===== src/rtl/sprite_sram_loader_if.sv =====
// sprite_sram_loader_if
//   Bundles the pixel-source handshake and the SRAM write bus of the sprite
//   loader.
//
//   Handshake: a pixel transfers on a rising i_clk edge where both
//   i_pix_valid and o_pix_ready are high. The source holds i_pix_data
//   stable while i_pix_valid is high and ready is low. o_pix_ready is a
//   pure function of loader state and never depends on i_pix_valid.
//
//   Signals:
//     i_pix_valid / i_pix_data : source pixel and its valid flag
//     o_pix_ready              : loader accepts a pixel this cycle
//     o_sram_writing           : SRAM write strobe (WE_N = !o_sram_writing)
//     o_sram_addr / o_sram_data: write address and data, stable while writing
//
//   Modports: master = loader side, slave = source/SRAM side.
interface sprite_sram_loader_if #(
  parameter int ADDR_W = 20,
  parameter int DATA_W = 16
);
  logic              i_pix_valid;
  logic [DATA_W-1:0] i_pix_data;
  logic              o_pix_ready;
  logic              o_sram_writing;
  logic [ADDR_W-1:0] o_sram_addr;
  logic [DATA_W-1:0] o_sram_data;

  modport master (
    input  i_pix_valid, i_pix_data,
    output o_pix_ready, o_sram_writing, o_sram_addr, o_sram_data
  );

  modport slave (
    output i_pix_valid, i_pix_data,
    input  o_pix_ready, o_sram_writing, o_sram_addr, o_sram_data
  );
endinterface


===== src/rtl/sprite_sram_loader.sv =====
// sprite_sram_loader
//   Streams NUM_OBJECTS sprites of SPRITE_SIZE x SPRITE_SIZE pixels from a
//   pixel source into SRAM, one word per pixel, and emits a tagged opacity
//   bit for every stored pixel.
//
//   Ports:
//     i_clk, i_rst_n   : clock, asynchronous active-low reset
//     i_start          : start pulse, honoured in IDLE or DONE only
//     bus              : pixel handshake + SRAM write bus (master modport)
//     o_object_id      : object of the current pixel
//     o_pixel_counter  : pixel index inside the sprite (V*SPRITE_SIZE + H)
//     o_opacity        : 1 when the pixel differs from TRANSPARENT_KEY
//     o_opacity_valid  : one-cycle qualifier for opacity/object/pixel tags
//     o_busy / o_done  : loading in progress / all objects stored
//     o_checksum       : sum of written words (SPRITE_LOADER_CHECKSUM_EN)
//     o_state          : FSM state for debug (IDLE=0 FETCH=1 WRITE=2 DONE=3)
//
//   Optional feature: define SPRITE_LOADER_CHECKSUM_EN to build the
//   write-data accumulator; otherwise o_checksum is tied to 0.
module sprite_sram_loader #(
  parameter int          ADDR_W          = 20,
  parameter int          DATA_W          = 16,
  parameter int          SPRITE_SIZE     = 32,
  parameter int          NUM_OBJECTS     = 4,
  parameter int          WRITE_CYCLES    = 2,
  parameter logic [15:0] TRANSPARENT_KEY = 16'hF81F
) (
  input  logic                               i_clk,
  input  logic                               i_rst_n,
  input  logic                               i_start,
  sprite_sram_loader_if.master               bus,
  output logic [$clog2(NUM_OBJECTS)-1:0]     o_object_id,
  output logic [2*$clog2(SPRITE_SIZE)-1:0]   o_pixel_counter,
  output logic                               o_opacity,
  output logic                               o_opacity_valid,
  output logic                               o_busy,
  output logic                               o_done,
  output logic [DATA_W-1:0]                  o_checksum,
  output logic [1:0]                         o_state
);

  localparam int OBJ_W = $clog2(NUM_OBJECTS);
  localparam int PIX_W = 2 * $clog2(SPRITE_SIZE);
  localparam int WC_W  = (WRITE_CYCLES > 1) ? $clog2(WRITE_CYCLES) : 1;

  localparam logic [PIX_W-1:0] PIX_LAST = PIX_W'(SPRITE_SIZE * SPRITE_SIZE - 1);
  localparam logic [OBJ_W-1:0] OBJ_LAST = OBJ_W'(NUM_OBJECTS - 1);
  localparam logic [WC_W-1:0]  WC_LAST  = WC_W'(WRITE_CYCLES - 1);

  typedef enum logic [1:0] {IDLE = 2'd0, FETCH = 2'd1, WRITE = 2'd2, DONE = 2'd3} state_e;

  state_e            state_q, state_d;
  logic [WC_W-1:0]   wcnt_q;
  logic [OBJ_W-1:0]  obj_q;
  logic [PIX_W-1:0]  pix_q;
  logic [ADDR_W-1:0] addr_q;
  logic [DATA_W-1:0] data_q;
  logic              opacity_q;
  logic              writing_q, opv_q, busy_q, done_q;

  logic start_ok, accept, write_last, more_pixels;

  assign start_ok    = i_start && (state_q == IDLE || state_q == DONE);
  assign accept      = (state_q == FETCH) && bus.i_pix_valid;
  assign write_last  = (state_q == WRITE) && (wcnt_q == WC_LAST);
  assign more_pixels = (pix_q != PIX_LAST) || (obj_q != OBJ_LAST);

  always_comb begin
    state_d = state_q;
    case (state_q)
      IDLE:    if (i_start) state_d = FETCH;
      FETCH:   if (bus.i_pix_valid) state_d = WRITE;
      WRITE:   if (write_last) state_d = more_pixels ? FETCH : DONE;
      DONE:    if (i_start) state_d = FETCH;
      default: state_d = IDLE;
    endcase
  end

  always_ff @(posedge i_clk or negedge i_rst_n) begin
    if (!i_rst_n) state_q <= IDLE;
    else          state_q <= state_d;
  end

  // Status flags are registered from the next state so they line up with
  // the state they describe and carry no input-to-output path.
  always_ff @(posedge i_clk or negedge i_rst_n) begin
    if (!i_rst_n) begin
      writing_q <= 1'b0;
      opv_q     <= 1'b0;
      busy_q    <= 1'b0;
      done_q    <= 1'b0;
    end else begin
      writing_q <= (state_d == WRITE);
      opv_q     <= accept;
      busy_q    <= (state_d == FETCH) || (state_d == WRITE);
      done_q    <= (state_d == DONE);
    end
  end

  always_ff @(posedge i_clk or negedge i_rst_n) begin
    if (!i_rst_n) begin
      wcnt_q    <= '0;
      obj_q     <= '0;
      pix_q     <= '0;
      addr_q    <= '0;
      data_q    <= '0;
      opacity_q <= 1'b0;
    end else begin
      if (start_ok) begin
        obj_q  <= '0;
        pix_q  <= '0;
        wcnt_q <= '0;
      end
      if (accept) begin
        data_q    <= bus.i_pix_data;
        // SPRITE_SIZE is a power of two, so object*SPRITE_SIZE^2 + pixel
        // is the object id placed above the pixel index bits.
        addr_q    <= (ADDR_W'(obj_q) << PIX_W) | ADDR_W'(pix_q);
        opacity_q <= (bus.i_pix_data != DATA_W'(TRANSPARENT_KEY));
        wcnt_q    <= '0;
      end
      if (state_q == WRITE) begin
        wcnt_q <= write_last ? '0 : wcnt_q + 1'b1;
        if (write_last) begin
          if (pix_q != PIX_LAST) begin
            pix_q <= pix_q + 1'b1;
          end else if (obj_q != OBJ_LAST) begin
            pix_q <= '0;
            obj_q <= obj_q + 1'b1;
          end
        end
      end
    end
  end

`ifdef SPRITE_LOADER_CHECKSUM_EN
  // Accumulated on the accepting edge so the new sum is visible in the
  // first WRITE cycle of each word.
  logic [DATA_W-1:0] csum_q;
  always_ff @(posedge i_clk or negedge i_rst_n) begin
    if (!i_rst_n)      csum_q <= '0;
    else if (start_ok) csum_q <= '0;
    else if (accept)   csum_q <= csum_q + bus.i_pix_data;
  end
  assign o_checksum = csum_q;
`else
  assign o_checksum = '0;
`endif

  assign bus.o_pix_ready    = (state_q == FETCH);
  assign bus.o_sram_writing = writing_q;
  assign bus.o_sram_addr    = addr_q;
  assign bus.o_sram_data    = data_q;
  assign o_object_id        = obj_q;
  assign o_pixel_counter    = pix_q;
  assign o_opacity          = opacity_q;
  assign o_opacity_valid    = opv_q;
  assign o_busy             = busy_q;
  assign o_done             = done_q;
  assign o_state            = state_q;

endmodule


===== src/flat_wrapper.sv =====
// flat-port wrapper written by rule: the top's interface ports become plain ports
module sprite_sram_loader_flat 
#(
  parameter int          ADDR_W          = 20,
  parameter int          DATA_W          = 16,
  parameter int          SPRITE_SIZE     = 32,
  parameter int          NUM_OBJECTS     = 4,
  parameter int          WRITE_CYCLES    = 2,
  parameter logic [15:0] TRANSPARENT_KEY = 16'hF81F
)
  (i_clk, i_rst_n, i_start, o_object_id, o_pixel_counter, o_opacity, o_opacity_valid, o_busy, o_done, o_checksum, o_state, bus_i_pix_valid, bus_i_pix_data, bus_o_pix_ready, bus_o_sram_writing, bus_o_sram_addr, bus_o_sram_data);
  sprite_sram_loader_if #(.ADDR_W(ADDR_W), .DATA_W(DATA_W)) bus_i ();
  input  logic i_clk;
  input  logic i_rst_n;
  input  logic i_start;
  output logic [$clog2(NUM_OBJECTS)-1:0] o_object_id;
  output logic [2*$clog2(SPRITE_SIZE)-1:0] o_pixel_counter;
  output logic o_opacity;
  output logic o_opacity_valid;
  output logic o_busy;
  output logic o_done;
  output logic [DATA_W-1:0] o_checksum;
  output logic [1:0] o_state;
  input wire logic [$bits(bus_i.i_pix_valid)-1:0] bus_i_pix_valid;
  input wire logic [$bits(bus_i.i_pix_data)-1:0] bus_i_pix_data;
  output wire logic [$bits(bus_i.o_pix_ready)-1:0] bus_o_pix_ready;
  output wire logic [$bits(bus_i.o_sram_writing)-1:0] bus_o_sram_writing;
  output wire logic [$bits(bus_i.o_sram_addr)-1:0] bus_o_sram_addr;
  output wire logic [$bits(bus_i.o_sram_data)-1:0] bus_o_sram_data;
  assign bus_i.i_pix_valid = bus_i_pix_valid;
  assign bus_i.i_pix_data = bus_i_pix_data;
  assign bus_o_pix_ready = bus_i.o_pix_ready;
  assign bus_o_sram_writing = bus_i.o_sram_writing;
  assign bus_o_sram_addr = bus_i.o_sram_addr;
  assign bus_o_sram_data = bus_i.o_sram_data;
  sprite_sram_loader #(.ADDR_W(ADDR_W), .DATA_W(DATA_W), .SPRITE_SIZE(SPRITE_SIZE), .NUM_OBJECTS(NUM_OBJECTS), .WRITE_CYCLES(WRITE_CYCLES), .TRANSPARENT_KEY(TRANSPARENT_KEY)) u_core (.i_clk(i_clk), .i_rst_n(i_rst_n), .i_start(i_start), .bus(bus_i), .o_object_id(o_object_id), .o_pixel_counter(o_pixel_counter), .o_opacity(o_opacity), .o_opacity_valid(o_opacity_valid), .o_busy(o_busy), .o_done(o_done), .o_checksum(o_checksum), .o_state(o_state));
endmodule

===== config.mk =====
export PLATFORM = sky130hd
export DESIGN_NAME = sprite_sram_loader_flat
export DESIGN_NICKNAME = d
export VERILOG_FILES = /design/src/rtl/sprite_sram_loader_if.sv /design/src/rtl/sprite_sram_loader.sv /design/src/flat_wrapper.sv
export SDC_FILE = /design/constraint.sdc
export NUM_CORES = 1
export LEC_CHECK = 0
export BUFFER_PORTS_ARGS = -buffer_cell sky130_fd_sc_hd__buf_2
export CAP_MARGIN = 10
export CORE_MARGIN = 8
export CORE_UTILIZATION = 31
export DETAILED_ROUTE_END_ITERATION = 12
export PLACE_DENSITY_LB_ADDON = 0.2
export SLEW_MARGIN = 20
export SYNTH_ARGS = -nofsm -noshare
export SYNTH_HDL_FRONTEND = slang
export SYNTH_SLANG_ARGS = --single-unit
export TNS_END_PERCENT = 20

===== constraint.sdc =====
create_clock -name i_clk -period 4.33 [get_ports i_clk]
set_input_delay 0.433 -clock i_clk [delete_from_list [all_inputs] [get_ports i_clk]]
set_output_delay 0.433 -clock i_clk [all_outputs]
set_load 0.03 [all_outputs]

* Yosys cells after proc, flatten, opt, wreduce, memory -nomap -nowiden
Index checks and enable logic that the tools add are counted.
** Cells by class
- Bitwise gates (word level) :: 1
- Reduce and logical (&&, ||, !) cells :: 9
- Add/subtract/negate cells :: 3
- Multipliers :: 0
- Divide/modulo/power cells :: 0
- Shift-type cells :: 0
- Mux-type cells :: 19
- $lt $le $gt $ge :: 0
- Eq/ne operators :: 9
** Operators with widths (count)
- 2-to-1 mux 10 bit :: 5
- 2-to-1 mux 2 bit :: 9
- inequality test 16 bit, second input constant :: 1
- bitwise OR 12 x 10 -> 12 bit :: 1
- adder 10 x 1 -> 10 bit, second input constant :: 1
- inequality test 10 bit, second input constant :: 1
- == test 2 bit, second input constant :: 4
- one-hot mux 2 bit (3 select lines) :: 1
- == test 2 x 1 -> 1 bit, second input constant :: 2
- 2-to-1 mux 1 bit :: 4
- logical AND 1 bit :: 3
- logical OR 1 bit :: 3
- nonzero test 3 bit :: 1
- adder 2 x 1 -> 2 bit, second input constant :: 1
- logical NOT 2 bit :: 1
- inequality test 2 bit, second input constant :: 1
- OR reduction 2 bit :: 1
- adder 1 bit, second input constant :: 1
** Storage, ports and cells
- ROM bits :: 0
- Memories :: 0
- RAM bits :: 0
- Logic and storage cells :: 52
- Output and inout port bits :: 72
- Input bits :: 20
- Bits in latches :: 0
- Register bits after elaboration :: 56

* Longest topological paths before layout
Gate-level depths: netlist of run 1.
- Word-level depth :: 8
- Mapped depth :: 9
- Mapped depth without buffers :: 8

* Least setup slack after synthesis of run 1
Ideal clock, no wire load.
- Kind :: flip-flop to flip-flop
- Start point :: register u_core.state_q[1], in the netlist u_core.o_state[1]
- End point :: register u_core.busy_q, in the netlist u_core.o_busy
- Cell stages (with the launch flop) :: 10
- Setup slack :: 2.129 ns
- Required time :: 4.217 ns
- Setup time :: 0.113 ns
- Buffers on the path :: 1
- Data arrival time :: 2.088 ns
- Period minus slack after synthesis :: 2.201 ns
- Cells stage by stage :: dfrtp_1 > inv_1 > ha_1 > nand2_1 > clkbuf_1 > inv_1 > o22ai_1 > nand2_1 > ha_1 > inv_1
** Between the ends
- Elaborated cells between the ends (all ways) :: 13
- Classes of those cells :: 5 x eq/ne; 4 x mux; 4 x reduce/logical
** RTL lines
- start, declared :: RTL line sprite_sram_loader.sv:52 : state_e state_q, state_d;
- start signal, assigned :: RTL line sprite_sram_loader.sv:81 : else state_q <= state_d;
- == test 2 x 1 -> 1 bit (*)
- net bus_o_pix_ready :: RTL line flat_wrapper.sv:26 : output wire logic [$bits(bus_i.o_pix_ready)-1:0] bus_o_pix_ready;
- one-hot mux 2 bit (3 select lines) (*) :: RTL line sprite_sram_loader.sv:70 : case (state_q)
- net u_core.state_d[1] :: RTL line sprite_sram_loader.sv:52
- == test 2 x 1 -> 1 bit / == test 2 bit (equally long branches) :: RTL line sprite_sram_loader.sv:95 : busy_q <= (state_d == FETCH) || (state_d == WRITE);
- logical OR 1 bit (*) :: RTL line sprite_sram_loader.sv:95
- end signal, assigned :: RTL line sprite_sram_loader.sv:95
- end, declared :: RTL line sprite_sram_loader.sv:59 : logic writing_q, opv_q, busy_q, done_q;
Mark *: on every way through the listed nets, which the timed path passes. The rest lies on a longest branch.
A chain may end at the register's enable or synchronous reset.

* Worst setup path after layout of run 1
- Start point :: register u_core.state_q[1], in the netlist u_core.o_state[1]
- End point :: register u_core.busy_q, in the netlist u_core.o_busy
** Between the ends
- Cells in the longest elaborated chain, start to end :: 6
- Elaborated cells between the ends (all ways) :: 13
- Classes of those cells :: 5 x eq/ne; 4 x mux; 4 x reduce/logical
** RTL lines
- == test 2 bit :: RTL line sprite_sram_loader.sv:65, sprite_sram_loader.sv:70
- logical AND 1 bit :: RTL line sprite_sram_loader.sv:65 : assign write_last = (state_q == WRITE) && (wcnt_q == WC_LAST);
- 2-to-1 mux 2 bit :: RTL line sprite_sram_loader.sv:73 : WRITE: if (write_last) state_d = more_pixels ? FETCH : DONE;
- one-hot mux 2 bit (3 select lines) (*) :: RTL line sprite_sram_loader.sv:70
- net u_core.state_d[1] :: RTL line sprite_sram_loader.sv:52
- == test 2 x 1 -> 1 bit / == test 2 bit (equally long branches) :: RTL line sprite_sram_loader.sv:95
- logical OR 1 bit (*) :: RTL line sprite_sram_loader.sv:95
Marked as above.

==> results of run 1 <==
==> metal layers <==
| metal | up-vias | global-route usage (%) |
|---|---|---|
| met1 | 847 | 12.3 |
| met2 | 54 | 17.0 |
| met5 | - | 0 |
| met3 | 5 | 3.92 |
| met4 | 0 | 3.05 |
| li1 | 765 | - |
==> state kept, by name, indices dropped and copies added (netlist names) <==
signal	count
u_core.o_state	2
u_core.o_done	1
u_core.bus.o_sram_writing	1
u_core.bus.o_sram_addr	12
u_core.wcnt_q	1
u_core.o_busy	1
u_core.bus.o_sram_data	16
u_core.o_opacity	1
u_core.o_object_id	2
u_core.o_opacity_valid	1
u_core.o_pixel_counter	10
==> path summary, 6_finish.rpt <==
path	startpoint	endpoint	slack (ps)	cells past startpoint
max in group asynchronous	i_rst_n	u_core.bus.o_sram_addr[8]	3670	2
worst max register to register	u_core.o_state[1]	u_core.o_busy	2170	9
worst max-delay path	u_core.o_state[1]	u_core.o_busy	2170	9
worst min-delay path	i_rst_n	u_core.bus.o_sram_data[0]	130	1
min in group i_clk	bus_i_pix_data[14]	u_core.bus.o_sram_data[14]	370	2
worst min register to register	u_core.bus.o_sram_addr[5]	u_core.bus.o_sram_addr[5]	490	2
==> cell usage in the layout (no fill, tap or decap), types with 4 or more instances in the layout <==
master,synthesis,layout
and3_1,5,5
buf_2,2,67
clkbuf_8,0,5
conb_1,1,24
dfrtp_1,48,48
ha_1,6,6
inv_1,9,9
mux2_2,28,28
nand2_1,11,11
nand3_1,5,5
nand4_1,4,4
o21ai_0,6,6
==> area by class of cell <==
cell class                 instances  area, um2
clock buffer                       6       72.6
fill                             773       4490
multi-input combinational        129        960
sequential                        48       1200
clock inverter                     1       5.00
inverter                           9       33.8
timing repair buffer              69        363
tap                               99        124
==> stage by stage <==
step / cells / instance area, um2
global placement: 353 / 2660
floorplan: 215 / 2410
global route: 361 / 2760
detailed placement: 354 / 2680
finish: 361 / 2760
CTS: 361 / 2760
==> kinds of logic (layout without fill, tap and decap cells) <==
kind of cell | Yosys count | after routing | synth area share, %
flops | 48 | 48 | 51.7
compound gates | 25 | 25 | 8.29
xor+xnor | 2 | 2 | 0.754
buf+inv | 38 | 85 | 10.8
mux | 30 | 30 | 14.4
fa+ha+maj | 6 | 6 | 3.23
simple gates | 42 | 42 | 10.7
other cells | 1 | 24 | 0.161
==> where the power goes <==
part | switching [mW] | total (mW) | internal, mW
combinational | 0.490 | 0.727 | 0.237
clock | 0.141 | 0.252 | 0.110
sequential | 0.0700 | 0.638 | 0.568
total | 0.701 | 1.62 | 0.915
==> flow_summary_export.csv, run 1 <==
group,metric,value,unit
outcome,status,"completed",
sta,worst_pin_slew,587,ps
routing,drt-total-wl,5360,um
worst_setup_path,crit_chain,"inv_1 > ha_1 > nand2_1 > buf_4 > inv_1 > o22ai_1 > nand2_1 > ha_1 > inv_1",
placement,dp_hpwl,4090,um
floorplanning,core_area,0.00725,mm2
routing,wl_met3,416,um
logic_synthesis,synth_top_area_share,51.7,%
clocking,max-clock-path-buffers,2,
sta,maxSlewViolCount,0,
worst_setup_path,critPathTopFamily,"buffers and inverters",
routing,met1_length,2280,um
grt,grt-ovfl-total,0,
clocking,postCtsSetupRepairBufs,0,
floorplanning,num_rows,31,
routing,dr.pass1.iters,4,
sta,finalWorstSetupSlack,2170,ps
worst_setup_path,cp_common_cell,"inv_1",
logic_synthesis,avgSynthCellArea,12.1,um2
logic_synthesis,yosysWarnings,0,
grt,grt_pass1_wl,8500,um
logic_synthesis,synthesis.area,0.00232,mm2
routing,top_layer_used,"met4",
logic_synthesis,synthTopCellsByArea,"dfrtp_1, mux2_2, buf_4",
sta,max_freq,462,MHz
logic_synthesis,synthCells,192,
routing,ant_nets,0,
placement,port_buffers,67,
worst_setup_path,critPathSlowestCell,"dfrtp_1",
sta,finalCritPeriodShare,50.0,%
logic_synthesis,yosys_most_used_dff,"dfrtp_1",
power_and_ir_drop,leakagePower,1.47,nW
routing,route.vias.total,1671,
placement,place_congestion,0.759,
clocking,cts_made_buffers,5,
logic_synthesis,yosys.area.top_type,"dfrtp_1",
grt,antenna_found_initial,0,
logic_synthesis,ys_seq_elements,48,
sta,rsz0062_at_grt,"false",
sta,hold_viol,0,
sta,worst_clock_skew,7.72,ps
routing,drc,0,
clocking,cts_resized,0,
job,drv_cap,0,
worst_setup_path,slowest_delay,410,ps
routing,drt_iter0_markers,70,
worst_setup_path,criticalPathCategory,"register to register",
floorplanning,start_util,32.1,%
power_and_ir_drop,peakVddDrop,0.253,mV
clocking,path_clk_slew,80,ps
clocking,cts_max_level,2,
floorplanning,die_h,103,um
clocking,clock-sinks,48,
clocking,cts_tree,"done",
grt,grt_max_degree,29,
final_layout,synthToLayoutAreaGrowth,18.7,%
worst_setup_path,crit_buf_inv,4,
final_layout,fin_util,38.0,%
logic_synthesis,synth_commonest_cells,"dfrtp_1, mux2_2, buf_4",
sta,layout_min_cycle_time,2160,ps
final_layout,diodes,0,
power_and_ir_drop,pwr_density_cell,586,mW/mm2
power_and_ir_drop,finalPower,1.62,mW
worst_setup_path,worst_ep_required_time,4520,ps
clocking,cts.hold.buffers_added,0,
grt,track_usage,10.4,%
logic_synthesis,ys_seq_area_share,51.7,%
floorplanning,io_pins,92,
placement,place_ws,2140,ps
logic_synthesis,ys_types,43,
routing,wl_met2,2600,um
sta,whs,126,ps
final_layout,drive_above_1_share,43.5,%
clocking,clockRootBuffer,"clkbuf_8",
grt,first_global_vias,1752,
final_layout,nets,288,
min_path,hold_class,"input port to asynchronous set/reset pin",
clocking,clk_latency,300,ps
routing,wire_per_inst,14.8,um
sta,slew_headroom,60.9,%
worst_setup_path,critPathCaptureType,"register",
worst_setup_path,startpoint_type,"register",
routing,vias_per_cell,4.63,
sta,tns,0,ps
worst_setup_path,crit_arrival,2360,ps
floorplanning,dieArea,0.0105,mm2
floorplanning,die_w,103,um
logic_synthesis,yosysMostFrequentCell,"dfrtp_1",
worst_setup_path,crit_fanout,28,
logic_synthesis,synth_edf_count,0,
sta,setup_violations,0,
logic_synthesis,synthArstFlopShare,100,%
No activity file was read; power rests on OpenSTA's default activity.
==> run 2: changes to the inputs <==
- ABC_AREA: default -> 1
- clock period: 4.33 -> 1.9 ns (I/O delays scaled with it)
==> run 2 against run 1 <==
Compared with the run above:
- cell area up 2.7%
- final cell count is 23% higher
- non-clock buffer count rose by 3
- sequential power rose by 120%
- core utilization up 0.81 points
- critical path type unchanged
- largest cell class unchanged
==> flow_summary_export.csv, run 2 <==
group,metric,value,unit
outcome,status,"completed",
logic_synthesis,ys_types,28,
worst_setup_path,crit_chain,"ha_1 > nand2_2 > inv_1 > nand2_2 > inv_2 > nand4_1 > a21oi_1 > ha_1 > inv_1",
min_path,hold_class,"input port to register",
sta,setup_violations,0,
worst_setup_path,critPathTopFamily,"adder cells",
clocking,max-clock-path-buffers,2,
sta,layout_min_cycle_time,1730,ps
placement,port_buffers,67,
routing,vias_per_cell,4.34,
sta,hold_viol,0,
clocking,postCtsSetupRepairBufs,0,
logic_synthesis,ys_seq_elements,48,
logic_synthesis,synth_top_area_share,51.2,%
final_layout,synthToLayoutAreaGrowth,20.7,%
sta,rsz0062_at_grt,"false",
grt,grt.met1_usage,15.1,%
worst_setup_path,startpoint_type,"register",
sta,finalCritPeriodShare,90.9,%
final_layout,n_fill_cell,816,
final_layout,final_common_cell,"nand2_1",
clocking,cts_max_level,2,
sta,tns,0,ps
worst_setup_path,ff2ff_path_depth,9,
worst_setup_path,criticalPathCategory,"register to register",
floorplanning,num_rows,31,
worst_setup_path,r2r_setup_slack,170,ps
worst_setup_path,crit_buf_inv,3,
clocking,clock-sinks,48,
worst_setup_path,startpoint,"u_core.o_pixel_counter[1]",
clocking,cts_made_buffers,5,
min_path,whs_path_depth,3,
placement,place_congestion,0.775,
logic_synthesis,yosys_most_used_dff,"dfrtp_1",
final_layout,seq_area,0.00120,mm2
grt,grt_max_degree,36,
worst_setup_path,crit_fanout,4,
grt,track_usage,11.9,%
sta,max_freq,579,MHz
logic_synthesis,yosysWarnings,0,
logic_synthesis,avgSynthCellArea,8.69,um2
logic_synthesis,synthesis.area,0.00235,mm2
routing,drc,0,
routing,dr.pass1.iters,4,
grt,grt_use_met3,4.66,%
grt,grt_busiest_layer,"met2",
power_and_ir_drop,finalPower,3.77,mW
routing,wire_per_inst,13.5,um
placement,dp_hpwl,4660,um
logic_synthesis,yosysMostFrequentCell,"nand2_1",
worst_setup_path,worstReg2RegStart,"u_core.o_pixel_counter[1]",
clocking,cts_tree,"done",
final_layout,largest_reg_flops,16,
worst_setup_path,critPathCaptureType,"register",
final_layout,nets,369,
floorplanning,dieArea,0.0106,mm2
logic_synthesis,ys_seq_area_share,51.2,%
grt,met2_usage,18.4,%
min_path,worstHoldEndpoint,"u_core.bus.o_sram_data[13]",
final_layout,multi_input_area,918,um2
worst_setup_path,reg2reg_to,"u_core.o_busy",
floorplanning,die_h,103,um
sta,slew_headroom,52.2,%
worst_setup_path,slowest_delay,400,ps
min_path,hold_start,"bus_i_pix_data[13]",
floorplanning,die_w,103,um
logic_synthesis,synthCells,270,
floorplanning,core_area,0.00729,mm2
routing,route.vias.total,1922,
logic_synthesis,synthTopCellsByArea,"dfrtp_1, nand2_1, buf_4",
final_layout,layout_common_cells,"nand2_1, buf_2, dfrtp_1",
power_and_ir_drop,leakagePower,1.55,nW
worst_setup_path,critPathSlowestCell,"dfrtp_1",
sta,worst_pin_slew,718,ps
logic_synthesis,synth_commonest_cells,"nand2_1, dfrtp_1, inv_1",
worst_setup_path,worst_ep_required_time,2150,ps
power_and_ir_drop,peakVddDrop,0.488,mV
logic_synthesis,synth_edf_count,0,
worst_setup_path,crit_cells,9,
floorplanning,io_pins,92,
worst_setup_path,crit_arrival,1970,ps
grt,grt_pass1_wl,9810,um
clocking,path_clk_slew,100,ps
sta,maxSlewViolCount,0,
grt,grt-ovfl-total,0,
clocking,clk_latency,300,ps
clocking,clockRootBuffer,"clkbuf_8",
final_layout,diodes,0,
job,drv_cap,0,
logic_synthesis,yosys.area.top_type,"dfrtp_1",
routing,drt_iter0_markers,81,
final_layout,fin_util,38.8,%
final_layout,drive_above_1_share,28.8,%
power_and_ir_drop,pwr_density_cell,1330,mW/mm2
floorplanning,start_util,32.2,%
grt,antenna_found_initial,0,
routing,ant_nets,0,
logic_synthesis,synthArstFlopShare,100,%
grt,first_global_vias,2003,
routing,drt-total-wl,5970,um
sta,worst_clock_skew,5.71,ps
==> run 2: cell count changes in the layout (fill, tap and decap cells not counted), sizes merged, moves of 3 or more <==
cell      change
a211o         -3
o21ai        +22
and3          -5
mux2         -28
nand2        +71
nand3         +6
inv          +20
clkinvlp      +3
nor2         +15
a22o          -4
==> run 2: metal layers <==
| layer | wire length [um] | up-vias | part of all wire (%) |
|---|---|---|---|
| met4 | 40 | 0 | 0.67 |
| li1 | - | 953 | - |
| met5 | 0 | - | 0 |
| met3 | 596 | 4 | 10 |
| met1 | 2600 | 897 | 44 |
| met2 | 2730 | 68 | 46 |
==> run 2: layout make-up <==
type	count	share of cell area (%)
repair buffers	72	13.3
clock inverters	2	0.530
multi-input cells	186	32.4
well taps	99	4.37
flip-flops and latches	48	42.4
inverters	30	4.11
clock buffers	6	2.92
==> run 2: worst max path at each step <==
stage,endpoint
final,u_core.o_busy
after global routing,u_core.o_busy
after floorplan,u_core.o_busy
after detailed placement,u_core.o_busy
after CTS,u_core.o_busy
after global placement,u_core.o_busy
==> run 2: through the flow <==
stage	instance area, um2	hold WS, ps	worst slack [ps]	std cells
global placement	2720	284	229	434
floorplan	2430	-106	92.9	293
global route	2830	74.2	25.0	443
finish	2830	90.7	173	443
detailed placement	2720	284	195	434
CTS	2830	80.2	163	443
==> run 2: kinds of logic after synthesis <==
family	Yosys count	synth area share, %
AOI/OAI and AO/OA	33	8.27
xor gates and xnor gates	2	0.747
adders and majority gates	6	3.20
buffers and inverters	59	13.3
DFF	48	51.2
other	1	0.160
and+or+nand+nor	121	23.1
==> run 2: tightest hold or removal path: cells and delay by family <==
family        cells  cell delay, ps
simple gates      2              90
buf+inv           1              90
==> run 2: power by group <==
part	internal [mW]	switching [mW]
registers	1.28	0.146
logic	0.442	1.23
clock network	0.296	0.371
total	2.02	1.75
==> run 2: repair_timing <==
item,CTS,global route
endpoints found under the hold margin,29,0
setup endpoints to repair,0,3
hold buffers,1,0
resized for setup,0,1
